--- src/rtl/ps2_host_tx.sv ---
// ps2_host_tx
// Host-to-device PS/2 transmitter. It sends one command byte to the keyboard
// over the shared open-drain clock/data lines. The full host request is run:
// clock inhibit, start bit, 8 data bits (LSB first), odd parity, stop bit and
// the device acknowledge. The outputs are output-enables only. A 1 pulls the
// line low and a 0 releases it; the top level maps them onto tristate pads.
//
// Ports
//   clk          system clock, rising edge
//   resetN       asynchronous active-low reset
//   txData       command byte, valid together with txValid
//   txValid      request to send
//   txReady      idle and able to accept a byte
//   keyboardCLK  PS/2 clock pad (raw, asynchronous)
//   keyboardData PS/2 data pad (raw, asynchronous)
//   ps2ClkOe     1 = pull PS/2 clock low
//   ps2DataOe    1 = pull PS/2 data low
//   txDone       one-cycle pulse, transfer acknowledged
//   txError      one-cycle pulse, transfer failed
//   errCode      01 = timeout, 10 = no ack; holds until the next txError
//
// INHIBIT_CYCLES must be at least 2, because the start bit is raised one
// cycle before the clock inhibit ends.

module ps2_host_tx #(
  parameter int CLK_HZ         = 50000000,
  parameter int INHIBIT_CYCLES = 5000,
  parameter int TIMEOUT_CYCLES = 750000,
  parameter int FILTER_LEN     = 8
) (
  input  logic       clk,
  input  logic       resetN,
  input  logic [7:0] txData,
  input  logic       txValid,
  output logic       txReady,
  input  logic       keyboardCLK,
  input  logic       keyboardData,
  output logic       ps2ClkOe,
  output logic       ps2DataOe,
  output logic       txDone,
  output logic       txError,
  output logic [1:0] errCode
);

  localparam int INH_W = (INHIBIT_CYCLES > 2) ? $clog2(INHIBIT_CYCLES) : 1;
  localparam int FLT_W = (FILTER_LEN > 1) ? $clog2(FILTER_LEN) : 1;

  localparam logic [INH_W-1:0] INH_LAST = INH_W'(INHIBIT_CYCLES - 1);
  localparam logic [INH_W-1:0] INH_START = INH_W'(INHIBIT_CYCLES - 2);
  localparam logic [FLT_W-1:0] FLT_LAST = FLT_W'(FILTER_LEN - 1);
  localparam logic [19:0] TO_LAST = 20'(TIMEOUT_CYCLES - 1);

  localparam logic [1:0] ERR_TIMEOUT = 2'b01;
  localparam logic [1:0] ERR_NO_ACK = 2'b10;

  // Elaboration-time sanity check of the configuration.
  if (INHIBIT_CYCLES < 2 || FILTER_LEN < 1 || CLK_HZ < 1 ||
      TIMEOUT_CYCLES < 1 || TIMEOUT_CYCLES > 1048575) begin : g_bad_cfg
    $error("ps2_host_tx: unsupported parameter set");
  end

  typedef enum logic [2:0] {
    ST_IDLE      = 3'd0,
    ST_INHIBIT   = 3'd1,
    ST_REQ       = 3'd2,
    ST_DATA      = 3'd3,
    ST_ACK       = 3'd4,
    ST_WAIT_IDLE = 3'd5
  } state_t;

  // The PS/2 frame carries odd parity: the parity bit makes the count of ones odd.
  function automatic logic odd_parity(input logic [7:0] b);
    return ~^b;
  endfunction

  state_t            state_r;
  state_t            next_s;
  logic [7:0]        data_r;
  logic              parity_r;
  logic [3:0]        bit_idx_r;
  logic [3:0]        bit_idx_s;
  logic [INH_W-1:0]  inh_cnt_r;
  logic [INH_W-1:0]  inh_cnt_s;
  logic [19:0]       to_cnt_r;
  logic              clk_sync1_r;
  logic              clk_sync2_r;
  logic              data_sync1_r;
  logic              data_sync2_r;
  logic [FLT_W-1:0]  filt_cnt_r;
  logic              clk_filt_r;
  logic              clk_filt_d_r;
  logic              clk_oe_r;
  logic              clk_oe_s;
  logic              data_oe_r;
  logic              data_oe_s;
  logic              ready_r;
  logic              ready_s;
  logic              done_r;
  logic              done_s;
  logic              error_r;
  logic              error_s;
  logic [1:0]        err_code_r;
  logic [1:0]        err_code_s;
  logic              load_s;
  logic              fall_s;
  logic              timed_s;
  logic              timeout_s;

  // Two-flop synchronizers for both pads; idle bus is high.
  always_ff @(posedge clk or negedge resetN) begin
    if (!resetN) begin
      clk_sync1_r  <= 1'b1;
      clk_sync2_r  <= 1'b1;
      data_sync1_r <= 1'b1;
      data_sync2_r <= 1'b1;
    end else begin
      clk_sync1_r  <= keyboardCLK;
      clk_sync2_r  <= clk_sync1_r;
      data_sync1_r <= keyboardData;
      data_sync2_r <= data_sync1_r;
    end
  end

  // Clock filter: follow the synchronized clock only after FILTER_LEN equal samples.
  always_ff @(posedge clk or negedge resetN) begin
    if (!resetN) begin
      filt_cnt_r   <= FLT_W'(0);
      clk_filt_r   <= 1'b1;
      clk_filt_d_r <= 1'b1;
    end else begin
      clk_filt_d_r <= clk_filt_r;
      if (clk_sync2_r == clk_filt_r) begin
        filt_cnt_r <= FLT_W'(0);
      end else if (filt_cnt_r == FLT_LAST) begin
        clk_filt_r <= clk_sync2_r;
        filt_cnt_r <= FLT_W'(0);
      end else begin
        filt_cnt_r <= filt_cnt_r + FLT_W'(1);
      end
    end
  end

  assign fall_s    = clk_filt_d_r & ~clk_filt_r;
  assign timed_s   = (state_r == ST_REQ) || (state_r == ST_DATA) ||
                     (state_r == ST_ACK) || (state_r == ST_WAIT_IDLE);
  assign timeout_s = timed_s && (to_cnt_r >= TO_LAST);

  // Timeout counter: zero outside the device-clocked phase, saturating inside it.
  always_ff @(posedge clk or negedge resetN) begin
    if (!resetN) begin
      to_cnt_r <= 20'd0;
    end else if (!timed_s) begin
      to_cnt_r <= 20'd0;
    end else if (to_cnt_r != 20'hFFFFF) begin
      to_cnt_r <= to_cnt_r + 20'd1;
    end else begin
      to_cnt_r <= to_cnt_r;
    end
  end

  // Byte and parity capture on acceptance.
  always_ff @(posedge clk or negedge resetN) begin
    if (!resetN) begin
      data_r   <= 8'h00;
      parity_r <= 1'b0;
    end else if (load_s) begin
      data_r   <= txData;
      parity_r <= odd_parity(txData);
    end else begin
      data_r   <= data_r;
      parity_r <= parity_r;
    end
  end

  // FSM state register together with all registered outputs.
  always_ff @(posedge clk or negedge resetN) begin
    if (!resetN) begin
      state_r    <= ST_IDLE;
      bit_idx_r  <= 4'd0;
      inh_cnt_r  <= INH_W'(0);
      clk_oe_r   <= 1'b0;
      data_oe_r  <= 1'b0;
      ready_r    <= 1'b1;
      done_r     <= 1'b0;
      error_r    <= 1'b0;
      err_code_r <= 2'b00;
    end else begin
      state_r    <= next_s;
      bit_idx_r  <= bit_idx_s;
      inh_cnt_r  <= inh_cnt_s;
      clk_oe_r   <= clk_oe_s;
      data_oe_r  <= data_oe_s;
      ready_r    <= ready_s;
      done_r     <= done_s;
      error_r    <= error_s;
      err_code_r <= err_code_s;
    end
  end

  // Next-state logic and the values the output registers take at the next edge.
  always_comb begin
    next_s     = state_r;
    bit_idx_s  = bit_idx_r;
    inh_cnt_s  = inh_cnt_r;
    clk_oe_s   = clk_oe_r;
    data_oe_s  = data_oe_r;
    done_s     = 1'b0;
    error_s    = 1'b0;
    err_code_s = err_code_r;
    load_s     = 1'b0;

    case (state_r)
      ST_IDLE: begin
        clk_oe_s  = 1'b0;
        data_oe_s = 1'b0;
        if (txValid && ready_r) begin
          next_s    = ST_INHIBIT;
          clk_oe_s  = 1'b1;
          inh_cnt_s = INH_W'(0);
          load_s    = 1'b1;
        end else begin
          next_s = ST_IDLE;
        end
      end

      ST_INHIBIT: begin
        // The start bit goes out one cycle before the clock is released.
        inh_cnt_s = inh_cnt_r + INH_W'(1);
        if (inh_cnt_r == INH_LAST) begin
          next_s    = ST_REQ;
          clk_oe_s  = 1'b0;
          data_oe_s = 1'b1;
        end else if (inh_cnt_r == INH_START) begin
          clk_oe_s  = 1'b1;
          data_oe_s = 1'b1;
        end else begin
          clk_oe_s  = 1'b1;
          data_oe_s = 1'b0;
        end
      end

      ST_REQ: begin
        if (timeout_s) begin
          next_s     = ST_IDLE;
          clk_oe_s   = 1'b0;
          data_oe_s  = 1'b0;
          error_s    = 1'b1;
          err_code_s = ERR_TIMEOUT;
        end else if (fall_s) begin
          next_s    = ST_DATA;
          data_oe_s = ~data_r[0];
          bit_idx_s = 4'd1;
        end else begin
          next_s = ST_REQ;
        end
      end

      ST_DATA: begin
        if (timeout_s) begin
          next_s     = ST_IDLE;
          clk_oe_s   = 1'b0;
          data_oe_s  = 1'b0;
          error_s    = 1'b1;
          err_code_s = ERR_TIMEOUT;
        end else if (fall_s) begin
          case (bit_idx_r)
            4'd1, 4'd2, 4'd3, 4'd4, 4'd5, 4'd6, 4'd7: begin
              data_oe_s = ~data_r[bit_idx_r[2:0]];
              bit_idx_s = bit_idx_r + 4'd1;
            end
            4'd8: begin
              data_oe_s = ~parity_r;
              bit_idx_s = 4'd9;
            end
            4'd9: begin
              // Stop bit is a released line.
              data_oe_s = 1'b0;
              next_s    = ST_ACK;
            end
            default: begin
              next_s    = ST_IDLE;
              data_oe_s = 1'b0;
            end
          endcase
        end else begin
          next_s = ST_DATA;
        end
      end

      ST_ACK: begin
        // A missing ack outranks a timeout that lands on the same cycle.
        if (fall_s && data_sync2_r) begin
          next_s     = ST_IDLE;
          clk_oe_s   = 1'b0;
          data_oe_s  = 1'b0;
          error_s    = 1'b1;
          err_code_s = ERR_NO_ACK;
        end else if (timeout_s) begin
          next_s     = ST_IDLE;
          clk_oe_s   = 1'b0;
          data_oe_s  = 1'b0;
          error_s    = 1'b1;
          err_code_s = ERR_TIMEOUT;
        end else if (fall_s) begin
          next_s = ST_WAIT_IDLE;
        end else begin
          next_s = ST_ACK;
        end
      end

      ST_WAIT_IDLE: begin
        if (timeout_s) begin
          next_s     = ST_IDLE;
          clk_oe_s   = 1'b0;
          data_oe_s  = 1'b0;
          error_s    = 1'b1;
          err_code_s = ERR_TIMEOUT;
        end else if (clk_filt_r && data_sync2_r) begin
          next_s = ST_IDLE;
          done_s = 1'b1;
        end else begin
          next_s = ST_WAIT_IDLE;
        end
      end

      default: begin
        next_s    = ST_IDLE;
        clk_oe_s  = 1'b0;
        data_oe_s = 1'b0;
      end
    endcase

    // Ready only once IDLE has been held for a cycle, so it trails done/error.
    ready_s = (state_r == ST_IDLE) && (next_s == ST_IDLE);
  end

  assign txReady   = ready_r;
  assign ps2ClkOe  = clk_oe_r;
  assign ps2DataOe = data_oe_r;
  assign txDone    = done_r;
  assign txError   = error_r;
  assign errCode   = err_code_r;

endmodule

--- config.mk ---
export PLATFORM = sky130hd
export DESIGN_NAME = ps2_host_tx
export DESIGN_NICKNAME = d
export VERILOG_FILES = /design/src/rtl/ps2_host_tx.sv
export SDC_FILE = /design/constraint.sdc
export NUM_CORES = 1
export LEC_CHECK = 0
export CAP_MARGIN = 10
export CORE_MARGIN = 5
export CORE_UTILIZATION = 59
export DETAILED_ROUTE_END_ITERATION = 10
export PLACE_DENSITY = 0.79
export REMOVE_ABC_BUFFERS = 1
export SYNTH_ARGS = -nofsm -noshare
export SYNTH_HDL_FRONTEND = slang
export SYNTH_SLANG_ARGS = --single-unit
--- constraint.sdc ---
create_clock -name clk -period 2.1 [get_ports clk]
set_input_delay 0.63 -clock clk [delete_from_list [all_inputs] [get_ports clk]]
set_output_delay 0.63 -clock clk [all_outputs]
set_load 0.005 [all_outputs]
==> summary.txt <==
Run status
  • Status: finished clean

Worst setup path
  • Worst EP required: 1.47 ns
  • Crit path capture type: output port
  • CP Launch Type: register
  • Max stage delay on crit path: 0.55 ns
  • Crit path max-delay cell type: dfstp_2
  • Setup CP Type: register to output port
  • Critical Path AT: between 1 and 1.5 ns
  • Top delay family on crit path: flip-flops
  • Crit path buf inv count: 1
  • CP Cell Sequence: clkdlybuf4s50_1
  • CP max FO: 3

Layout
  • Multi-input gate area: 1710 um^2
  • Layout cells sized above 1: 0.136
  • Finished Layout Cells: 461
  • FF/Latch Area: ~1600 um^2
  • Number of diodes: 0
  • Area growth, synth to finish: 16.6%
  • Final instance area: 3940 um^2
  • Final #Nets: 406
  • Post-Route Utilization: 0.711
  • Filler cells: 413

Power
  • Sequential share of power: 0.521
  • Clock power frac: 0.413
  • Net Sw Power: around 0.00061 W
  • Maximum VDD drop: 0.000459 V
  • Pwr Total: 0.00258 W
  • Combinational Power Share: 0.067
  • LEAKAGE: 1.64 nW
  • Switch share: 0.237
  • Internal: 0.00197 W
  • P per Cell Area: 654 nW/um^2

Logic synthesis
  • Most frequent cells after synthesis: dfrtp_1 (58), nand2_1 (50), nor2_1 (29)
  • Synthesis Warnings: 0
  • Syn Inst Count: 349
  • Post-synth ARST share: 1.00
  • Synth top area share: 0.430
  • Post-synth top flop: dfrtp_1
  • Synthesized area: around 3400 um^2
  • Count leader, synth: dfrtp_1
  • Top post-synthesis cells by area: dfrtp_1 (43%), nand2_1 (5.6%), dfstp_2 (5.4%), xnor2_1 (3.9%), o21ai_0 (3.9%)
  • Yosys reg bits: 65
  • Post-synth EDFFs: 0
  • Yosys top cell by area: dfrtp_1
  • Register area share after synthesis: 0.484
  • Synthesized area per cell: roughly 9.7 um^2
  • Post-synth cell types: 57

Clock tree
  • Clk_lat worst skew: 0.35 ns
  • Clock slew at reported path FFs: 0.07 ns
  • Post-CTS Repair Setup Buffers: 0
  • CTS tree: yes
  • TritonCTS buffer count: 9
  • CTS Sinks: 65
  • Root Buffer: clkbuf_8
  • Htree depth: 3
  • Clk buf depth: 2

Route
  • Post-route DRC: 0
  • Routed vias/inst: 6.05
  • Starting DRT DRC Count: 192
  • DR vias: 2,788
  • Final WL: 7270 um
  • Drt wl/cell: 15.8 um
  • DR pass1 iterations: 5
  • Antenna viol nets, final: 0

Global route
  • First-pass GRT wire length: 12,500 um
  • Largest net degree at the start of global routing: 66
  • Vias in the first global route: 2,724
  • Grt total ovfl: 0
  • Initial antenna violation count: 0
  • Tot GR Track Use: 0.213

Placement
  • GPL Wtd Cong: between 0.8 and 0.9
  • Cell Area, Placed: 3730 um^2
  • IO Port Bufs: 19
  • Hpwl dp: 4880 um
  • Worst slack, placed: approximately 0.12 ns
  • Placed Cells incl. Taps: 445

Hold path
  • HP Class: input port to async pin

Timing
  • Setup Viol. Count Final: 0
  • Final Max Slew Viols: 0
  • Fin. Hold Viols: 0
  • Crit share post-route: 0.974
  • Slew @ Worst Pin: 0.561 ns
  • Peak Freq: 0.489 GHz
  • Slew headroom: 0.620
  • Crit path time final: 2.05 ns
  • Setup WS post-layout: 0.0550 ns
  • Clock Skews: 0.0101 ns

Floorplan
  • Die Width: 85.7 um
  • Starting density of the core: 0.610
  • Total Die Area: 7340 um^2
  • Ports: 20
  • Die Ht: 85.7 um
  • Cell Rows: 27
  • Core area: between 5000 and 6000 um^2

Run
  • Max-cap viol count: 0
[final cells by class]
type,instances,area share
sequential,65,0.415
clock inverter,5,0.0140
inverter,5,0.00476
tap,72,0.0229
clock buffer,11,0.0359
multi-input combinational,272,0.434
timing repair buffer,31,0.0730
[worst reg2reg max path: stages, from the launching register on]
cell and delay (ns):
dfrtp_1 0.42, inv_1 0.16, ha_1 0.29, a2111oi_4 0.11, o211ai_1 0.22, nand2_1 0.15
or4b_1 0.51, nand3_1 0.09
[repair_timing]
action / 4_1_cts / 5_1_grt
hold buffers: 0 / 0
gates resized for setup: 0 / 2
setup endpoints to repair: 0 / 1
hold endpoints to repair: 0 / 0
[path summary, 6_finish.rpt]
kind                                           from                       end  slack (ns)  depth (start not counted)
max reg2reg                bit_idx_r[1]$_DFFE_PN0P_  bit_idx_r[2]$_DFFE_PN0P_        0.08                          7
max in group asynchronous                    resetN         txReady$_DFF_PN1_        1.49                          2
min reg2reg                   clk_sync1_r$_DFF_PN1_     clk_sync2_r$_DFF_PN1_        0.36                          0
min in group clk              clk_sync1_r$_DFF_PN1_     clk_sync2_r$_DFF_PN1_        0.36                          0
max                               txReady$_DFF_PN1_                   txReady        0.05                          1
min                                          resetN         txError$_DFF_PN0_        0.28                          2
[state kept, by name, summed over array words and instances, names as in the netlist, 2 cells and up]
signal,flops
to_cnt_r,20
filt_cnt_r,3
state_r,3
bit_idx_r,4
errCode,2
data_r,8
inh_cnt_r,13
[logic make-up (layout without fill, tap and decap cells)]
logic type / after synthesis / in the layout / share of synthesized area
and+or+nand+nor: 163 / 163 / 0.250
AOI/OAI and AO/OA: 76 / 76 / 0.147
xor gates and xnor gates: 19 / 19 / 0.0493
buffers and inverters: 12 / 52 / 0.0137
DFF: 65 / 65 / 0.484
adders and majority gates: 9 / 9 / 0.0333
muxes: 5 / 5 / 0.0230
[per-layer routing]
| layer | GRT usage | vias to the layer above | part of all wire |
|---|---|---|---|
| li1 | - | 1346 | - |
| met1 | 0.279 | 1345 | 0.45 |
| met2 | 0.335 | 77 | 0.47 |
| met3 | 0.0634 | 20 | 0.048 |
| met4 | 0.0806 | 0 | 0.025 |
| met5 | 0 | - | 0 |
[stage by stage]
stage / setup TNS [ns] / hold WS (ns)
floorplan: 0 / 0.334
global placement: 0 / 0.352
detailed placement: 0 / 0.350
CTS: 0 / 0.295
global route: -0.0551 / 0.317
finish: 0 / 0.283
[power by group through the flow]
| stage | clock (W) | sequential [W] | combinational, W |
|---|---|---|---|
| finish | 0.00106 | 0.00134 | 0.000172 |
| global route | 0.00114 | 0.00135 | 0.000201 |
| CTS | 0.00108 | 0.00134 | 0.000176 |
| detailed placement | 0 | 0.00137 | 0.000176 |
| global placement | 0 | 0.00136 | 0.000169 |
| floorplan | 0 | 0.00136 | 0.0000991 |
[cells in the final DEF, fill, tap and decap left out, types with 3 or more instances in the layout]
cell             instances
clkdlybuf4s50_1         18
nor2_1                  28
o31ai_1                  5
ha_1                     9
clkbuf_8                10
buf_4                   11
dfrtp_1                 58
a31oi_1                  5
and3_1                   8
or3_1                    4
nor4_1                   3
nand2_1                 50
xor2_1                   4
dfstp_2                  7
inv_1                    5
nor4b_1                  3
o21ai_0                 26
nand4_1                  7
nand3_1                 23
xnor2_1                 15
and2_1                   5
nor3_1                   9
nand2b_1                 4
o211ai_1                 5
a21oi_1                 17
Note: power is estimated with default switching activity, not from simulation.
